==> config.mk <==
export PLATFORM = sky130hd
export DESIGN_NAME = fpu_rr_arbiter
export DESIGN_NICKNAME = d
export VERILOG_FILES = /design/src/rtl/fpu_rr_arbiter.sv
export SDC_FILE = /design/constraint.sdc
export NUM_CORES = 1
export LEC_CHECK = 0
export ABC_CLOCK_PERIOD_IN_PS = 3320
export CAP_MARGIN = 20
export CORE_AREA = 2 2 161 163
export DETAILED_ROUTE_END_ITERATION = 16
export DIE_AREA = 0 0 163 165
export SYNTH_ARGS = -nofsm -noshare
export SYNTH_HDL_FRONTEND = slang
export SYNTH_SLANG_ARGS = --single-unit
==> constraint.sdc <==
create_clock -name clk -period 3.32 [get_ports clk]
set_clock_uncertainty 0.2 [all_clocks]
set_input_delay 0.332 -clock clk [delete_from_list [all_inputs] [get_ports clk]]
set_output_delay 0.332 -clock clk [all_outputs]
set_load 0.02 [all_outputs]
==> src/rtl/fpu_rr_arbiter.sv <==
// Round-robin arbiter that shares one multi-cycle FPU among NREQ requesters, one transaction at a time.
// Optional watchdog on the FPU wait phase is enabled by defining FPU_ARB_WDOG_EN.
//
// state   | meaning
// S_IDLE  | scan requests from ptr, grant first valid one, latch its operands
// S_ISSUE | one-cycle fpu_start pulse
// S_WAIT  | wait for fpu_done (or watchdog expiry)
// S_RESP  | present result to granted requester until it accepts
module fpu_rr_arbiter #(
    parameter int NREQ     = 4,
    parameter int W        = 32,
    parameter int WDOG_CYC = 64
) (
    input  logic              clk,
    input  logic              rst,
    input  logic [NREQ-1:0]   req_valid,
    input  logic [NREQ*W-1:0] req_opa,
    input  logic [NREQ*W-1:0] req_opb,
    input  logic [NREQ*2-1:0] req_op,
    output logic [NREQ-1:0]   req_ready,
    output logic [NREQ-1:0]   rsp_valid,
    input  logic [NREQ-1:0]   rsp_ready,
    output logic [W-1:0]      rsp_data,
    output logic              rsp_err,
    output logic              fpu_start,
    output logic [W-1:0]      fpu_opa,
    output logic [W-1:0]      fpu_opb,
    output logic [1:0]        fpu_op,
    input  logic              fpu_done,
    input  logic [W-1:0]      fpu_res
);

    localparam int PW = (NREQ > 1) ? $clog2(NREQ) : 1;

    typedef enum logic [1:0] {
        S_IDLE  = 2'd0,
        S_ISSUE = 2'd1,
        S_WAIT  = 2'd2,
        S_RESP  = 2'd3
    } state_t;

    state_t          state_q;
    state_t          state_d;
    logic [PW-1:0]   ptr_q;
    logic [PW-1:0]   gnt_q;
    logic [PW-1:0]   pick;
    logic            any_req;
    logic [NREQ-1:0] gnt_onehot;
    logic            grant;
    logic            capture;
    logic            timeout;
    logic            accept;
    logic            wdog_hit;

    // Rotating priority scan starting at ptr_q.
    always_comb begin
        int idx;
        any_req = 1'b0;
        pick    = '0;
        idx     = 0;
        for (int k = 0; k < NREQ; k++) begin
            idx = int'(ptr_q) + k;
            if (idx >= NREQ) begin
                idx = idx - NREQ;
            end
            if (!any_req && req_valid[idx]) begin
                any_req = 1'b1;
                pick    = PW'(idx);
            end
        end
    end

    always_comb begin
        gnt_onehot        = '0;
        gnt_onehot[gnt_q] = 1'b1;
    end

`ifdef FPU_ARB_WDOG_EN
    localparam int CW = $clog2(WDOG_CYC + 1);
    localparam logic [CW-1:0] WDOG_LAST = CW'(WDOG_CYC - 1);

    logic [CW-1:0] wdog_cnt;

    // Cleared while issuing so the first WAIT cycle sees zero.
    always_ff @(posedge clk) begin
        if (rst) begin
            wdog_cnt <= '0;
        end else if (state_q == S_ISSUE) begin
            wdog_cnt <= '0;
        end else if (state_q == S_WAIT) begin
            wdog_cnt <= wdog_cnt + CW'(1);
        end
    end

    assign wdog_hit = (wdog_cnt == WDOG_LAST);
`else
    assign wdog_hit = 1'b0;
`endif

    always_ff @(posedge clk) begin
        if (rst) begin
            state_q <= S_IDLE;
        end else begin
            state_q <= state_d;
        end
    end

    always_comb begin
        state_d   = state_q;
        req_ready = '0;
        fpu_start = 1'b0;
        grant     = 1'b0;
        capture   = 1'b0;
        timeout   = 1'b0;
        accept    = 1'b0;
        case (state_q)
            S_IDLE: begin
                if (any_req) begin
                    req_ready[pick] = 1'b1;
                    grant           = 1'b1;
                    state_d         = S_ISSUE;
                end
            end
            S_ISSUE: begin
                fpu_start = 1'b1;
                state_d   = S_WAIT;
            end
            S_WAIT: begin
                // A result arriving on the watchdog's last cycle still wins.
                if (fpu_done) begin
                    capture = 1'b1;
                    state_d = S_RESP;
                end else if (wdog_hit) begin
                    timeout = 1'b1;
                    state_d = S_RESP;
                end
            end
            S_RESP: begin
                if (rsp_ready[gnt_q]) begin
                    accept  = 1'b1;
                    state_d = S_IDLE;
                end
            end
            default: begin
                state_d = S_IDLE;
            end
        endcase
    end

    always_ff @(posedge clk) begin
        if (rst) begin
            ptr_q     <= '0;
            gnt_q     <= '0;
            fpu_opa   <= '0;
            fpu_opb   <= '0;
            fpu_op    <= '0;
            rsp_valid <= '0;
            rsp_data  <= '0;
            rsp_err   <= 1'b0;
        end else begin
            if (grant) begin
                gnt_q   <= pick;
                fpu_opa <= req_opa[int'(pick)*W +: W];
                fpu_opb <= req_opb[int'(pick)*W +: W];
                fpu_op  <= req_op[int'(pick)*2 +: 2];
            end
            if (capture) begin
                rsp_data  <= fpu_res;
                rsp_err   <= 1'b0;
                rsp_valid <= gnt_onehot;
            end
            if (timeout) begin
                rsp_data  <= '0;
                rsp_err   <= 1'b1;
                rsp_valid <= gnt_onehot;
            end
            if (accept) begin
                rsp_valid <= '0;
                ptr_q     <= (gnt_q == PW'(NREQ - 1)) ? '0 : gnt_q + PW'(1);
            end
        end
    end

    a_params: assert property (@(posedge clk) (NREQ >= 1) && (WDOG_CYC >= 1));

    a_ready_onehot: assert property (@(posedge clk) disable iff (rst)
        $onehot0(req_ready));

    a_rsp_onehot: assert property (@(posedge clk) disable iff (rst)
        $onehot0(rsp_valid));

    a_no_grant_while_rsp: assert property (@(posedge clk) disable iff (rst)
        !((|req_ready) && (|rsp_valid)));

endmodule

==> key figures <==
Detailed routing
  – DR WL/cell: 18.94 um
  – Antenna Nets Post-Route: 0
  – Post-DR vias/cell: 5.137
  – Post-route DRC: 0
  – 1st-iter DRT viols: 588
  – Detailed Routing Iterations Pass 1: 6
  – Detailed Route WL: 31190 um
  – Vias: 8461

Floorplanning
  – Die Area: 26900 um^2
  – Die outline height: 165 um
  – IO Pins: 415
  – Initial core utilization: 29.80%
  – Die Width: 163 um
  – CORE AREA: 25040 um^2
  – Row cnt: 58

Timing
  – Pins Over Slew Limit: 0
  – Final setup viols: 0
  – Fin crit period: 3.097 ns
  – RSZ-0062 raised after global routing: false
  – Final hold violations: 0
  – Worst-Margin Slew: 1.165 ns
  – Setup TNS: 0 ns
  – Worst rel slew slack: 22.34%
  – Fin crit share: 93.29%
  – Max Clk Rate: 322.9 MHz

Power
  – Max IR drop VDD: 0.3205 mV
  – Internal power: 0.003455 W
  – Net Sw Power: 0.002358 W
  – Gate power share: 50.8%
  – Seq pwr share: 29.5%
  – Final Power: 0.005813 W
  – Static Leak: 4.380 nW
  – PD cells: 480.7 nW/um^2
  – Clock share of power: 19.7%
  – Sw Ratio: 40.57%

Logic synthesis
  – Synthesis warning total: 0
  – Compound-Gate Fraction of Synth Area: 32.92%
  – Count of cell types in the netlist: 36
  – Mapped cell area: 7461 um^2
  – Mux contribution to synthesized area: 0.8720%
  – Cells after Synth: 978
  – Async S/R FF share, synth: 0%
  – Number of synthesized flops with an enable pin: 0
  – Syn_area_per_cell: 7.629 um^2
  – Synth top area share: 28.98%
  – Main synth FF type: dfxtp_1
  – Register area share after synthesis: 28.98%
  – Adder-Cell Fraction of Synth Area: 1.342%
  – Number of synthesized register bits: 108
  – Xor/xnor share of the synthesized area: 0%
  – Synth Area in Simple Gates: 28.95%
  – Largest family of logic cells by synthesized area: compound AO/OA/AOI/OAI gates
  – Synthesized net count: 1293
  – Largest area contributor in the netlist: dfxtp_1
  – Synth area leaders: dfxtp_1, a21boi_0, and3_1, o32ai_1, a21oi_1

Worst setup path
  – CP Buf/Inv Count: 2
  – CP endpoint kind: output port
  – CP Data Required Time: 2.79 ns
  – Max FO, Critical Path: 5
  – CP delay by family, top: buffers and inverters
  – Kind of critical path: in -> out
  – Worst endpoint data arrival time: 2.57 ns
  – Startpoint Class: primary input
  – Crit-path cells: clkdlybuf4s50_1 > or2_1 > or4b_4 > nand2_1 > nand2_1 > nor2_1 > clkdlybuf4s50_1
  – CP peak stage delay: 0.65 ns
  – Crit path max-delay cell type: clkdlybuf4s50_1

Status
  – Status: finished clean

Finish
  – Finished Layout Cells: 1647
  – P&R area growth vs syn: 62.07%
  – Util after Layout: 48.30%
  – Layout cell share with drive strength beyond 1: 3.723%
  – Fin nets: 1626
  – Most common cell after layout, fill and taps aside: clkdlybuf4s50_1
  – Most frequent cells in the layout: clkdlybuf4s50_1, and3_1, a21boi_0
  – Layout fillers: 2458

Clock tree
  – CTS tree: done
  – CTS Buf Count: 9
  – Deepest clock path buffer count: 2
  – Clock sinks: 108
  – Root Buffer: clkbuf_16
  – Post-CTS Setup Inserts: 0
  – Clk_lat worst skew: 0.36 ns
  – CTS Hold Buffers Added: 0
  – Clk pin slew, worst setup/hold paths: 0.08 ns
  – Post-CTS Resized: 0
  – H-tree Lvls: 3

Global route
  – Overall routing resource usage: 21.89%
  – Vias in the first global route: 8173
  – Pin count of the biggest net entering global routing: 261
  – Initial antenna violation count: 1
  – Grt total ovfl: 0
  – First-pass GRT wire length: 46420 um

Place
  – Buffers on Ports: 413
  – GPL Wtd Cong: 0.8071
  – Placed cells: 1630
  – HPWL Detailed: 21560 um

Hold path
  – Hold Crit Class: in -> reg

Run
  – Max-cap violations: 0
area by class of cell:
class / count / area, um^2 / area share [%]
multi-input cells: 752 / 4805 / 39.74
repair buffers: 435 / 4388 / 36.29
flip-flops and latches: 108 / 2162 / 17.88
well taps: 330 / 412.9 / 3.415
clock buffers: 9 / 225.2 / 1.863
clock inverters: 7 / 77.57 / 0.6416
inverters: 5 / 18.77 / 0.1552
diodes: 1 / 2.502 / 0.02070
registers in the layout (all words and copies together) (netlist names):
| register | flops |
|---|---|
| fpu_opa | 32 |
| fpu_opb | 32 |
| rsp_data | 32 |
| rsp_valid | 4 |
| fpu_op | 2 |
| gnt_q | 2 |
| ptr_q | 2 |
| state_q | 2 |
cells by family (layout without fill, tap and decap cells):
family,Yosys count,count (layout)
AOI/OAI and AO/OA,371,371
adders and majority gates,8,8
buffers and inverters,118,456
DFF,108,108
muxes,5,5
other,1,2
and+or+nand+nor,367,367
layer usage:
metal  vias to the layer above  global-route usage (%)  wire length, um
met4                         0                   7.120              667
met5                         -                       0                0
met2                       268                   37.73            15140
li1                       4236                       -                -
met1                      3924                   26.82            13220
met3                        33                   5.299             2164
through the flow:
| step | hold slack (ns) | cell area [um^2] | worst slack [ns] |
|---|---|---|---|
| after floorplan | 0.2456 | 7461 | 0.9737 |
| after detailed placement | 0.2472 | 11790 | 0.2218 |
| final | 0.2496 | 12090 | 0.2227 |
| after global routing | 0.2713 | 12090 | 0.08986 |
| after CTS | 0.2533 | 12090 | 0.2045 |
| after global placement | 0.2413 | 11790 | 0.2509 |
cells in the mapped netlist (2+ instances only):
cell type and count:
nand2_1 79, buf_6 8, ha_1 8, nor2b_1 4, nor2_1 7, a21boi_0 130, a21oi_1 104, buf_2 6
mux2i_1 2, buf_1 2, and3_1 130, nor3_1 8, and2_1 66, o21ai_0 65, nand2b_1 2, dfxtp_1 108
o32ai_1 65, mux2_2 2, clkbuf_1 96, inv_1 5, nor3b_1 66
power by group through the flow:
stage / clock network [W] / logic, W / registers, W
6_report: 0.00114 / 0.00295 / 0.00171
2_1_floorplan: 0 / 0.00127 / 0.00201
3_5_place_dp: 0 / 0.00297 / 0.00174
3_3_place_gp: 0 / 0.00297 / 0.00173
4_1_cts: 0.00118 / 0.00299 / 0.00172
5_1_grt: 0.00123 / 0.00319 / 0.00175
path summary, 6_finish.rpt:
path / start / end / slack [ns] / cells after the start
max reg2reg: ptr_q[0]$_SDFFE_PP0P_ / fpu_opa[3]$_SDFFE_PP0P_ / 0.73 / 6
min: rst / fpu_opa[3]$_SDFFE_PP0P_ / 0.25 / 2
max: req_valid[1] / req_ready[1] / 0.22 / 7
min reg2reg: rsp_data[19]$_SDFFE_PP0P_ / rsp_data[19]$_SDFFE_PP0P_ / 0.26 / 2
(Power assumes the default switching activity.)
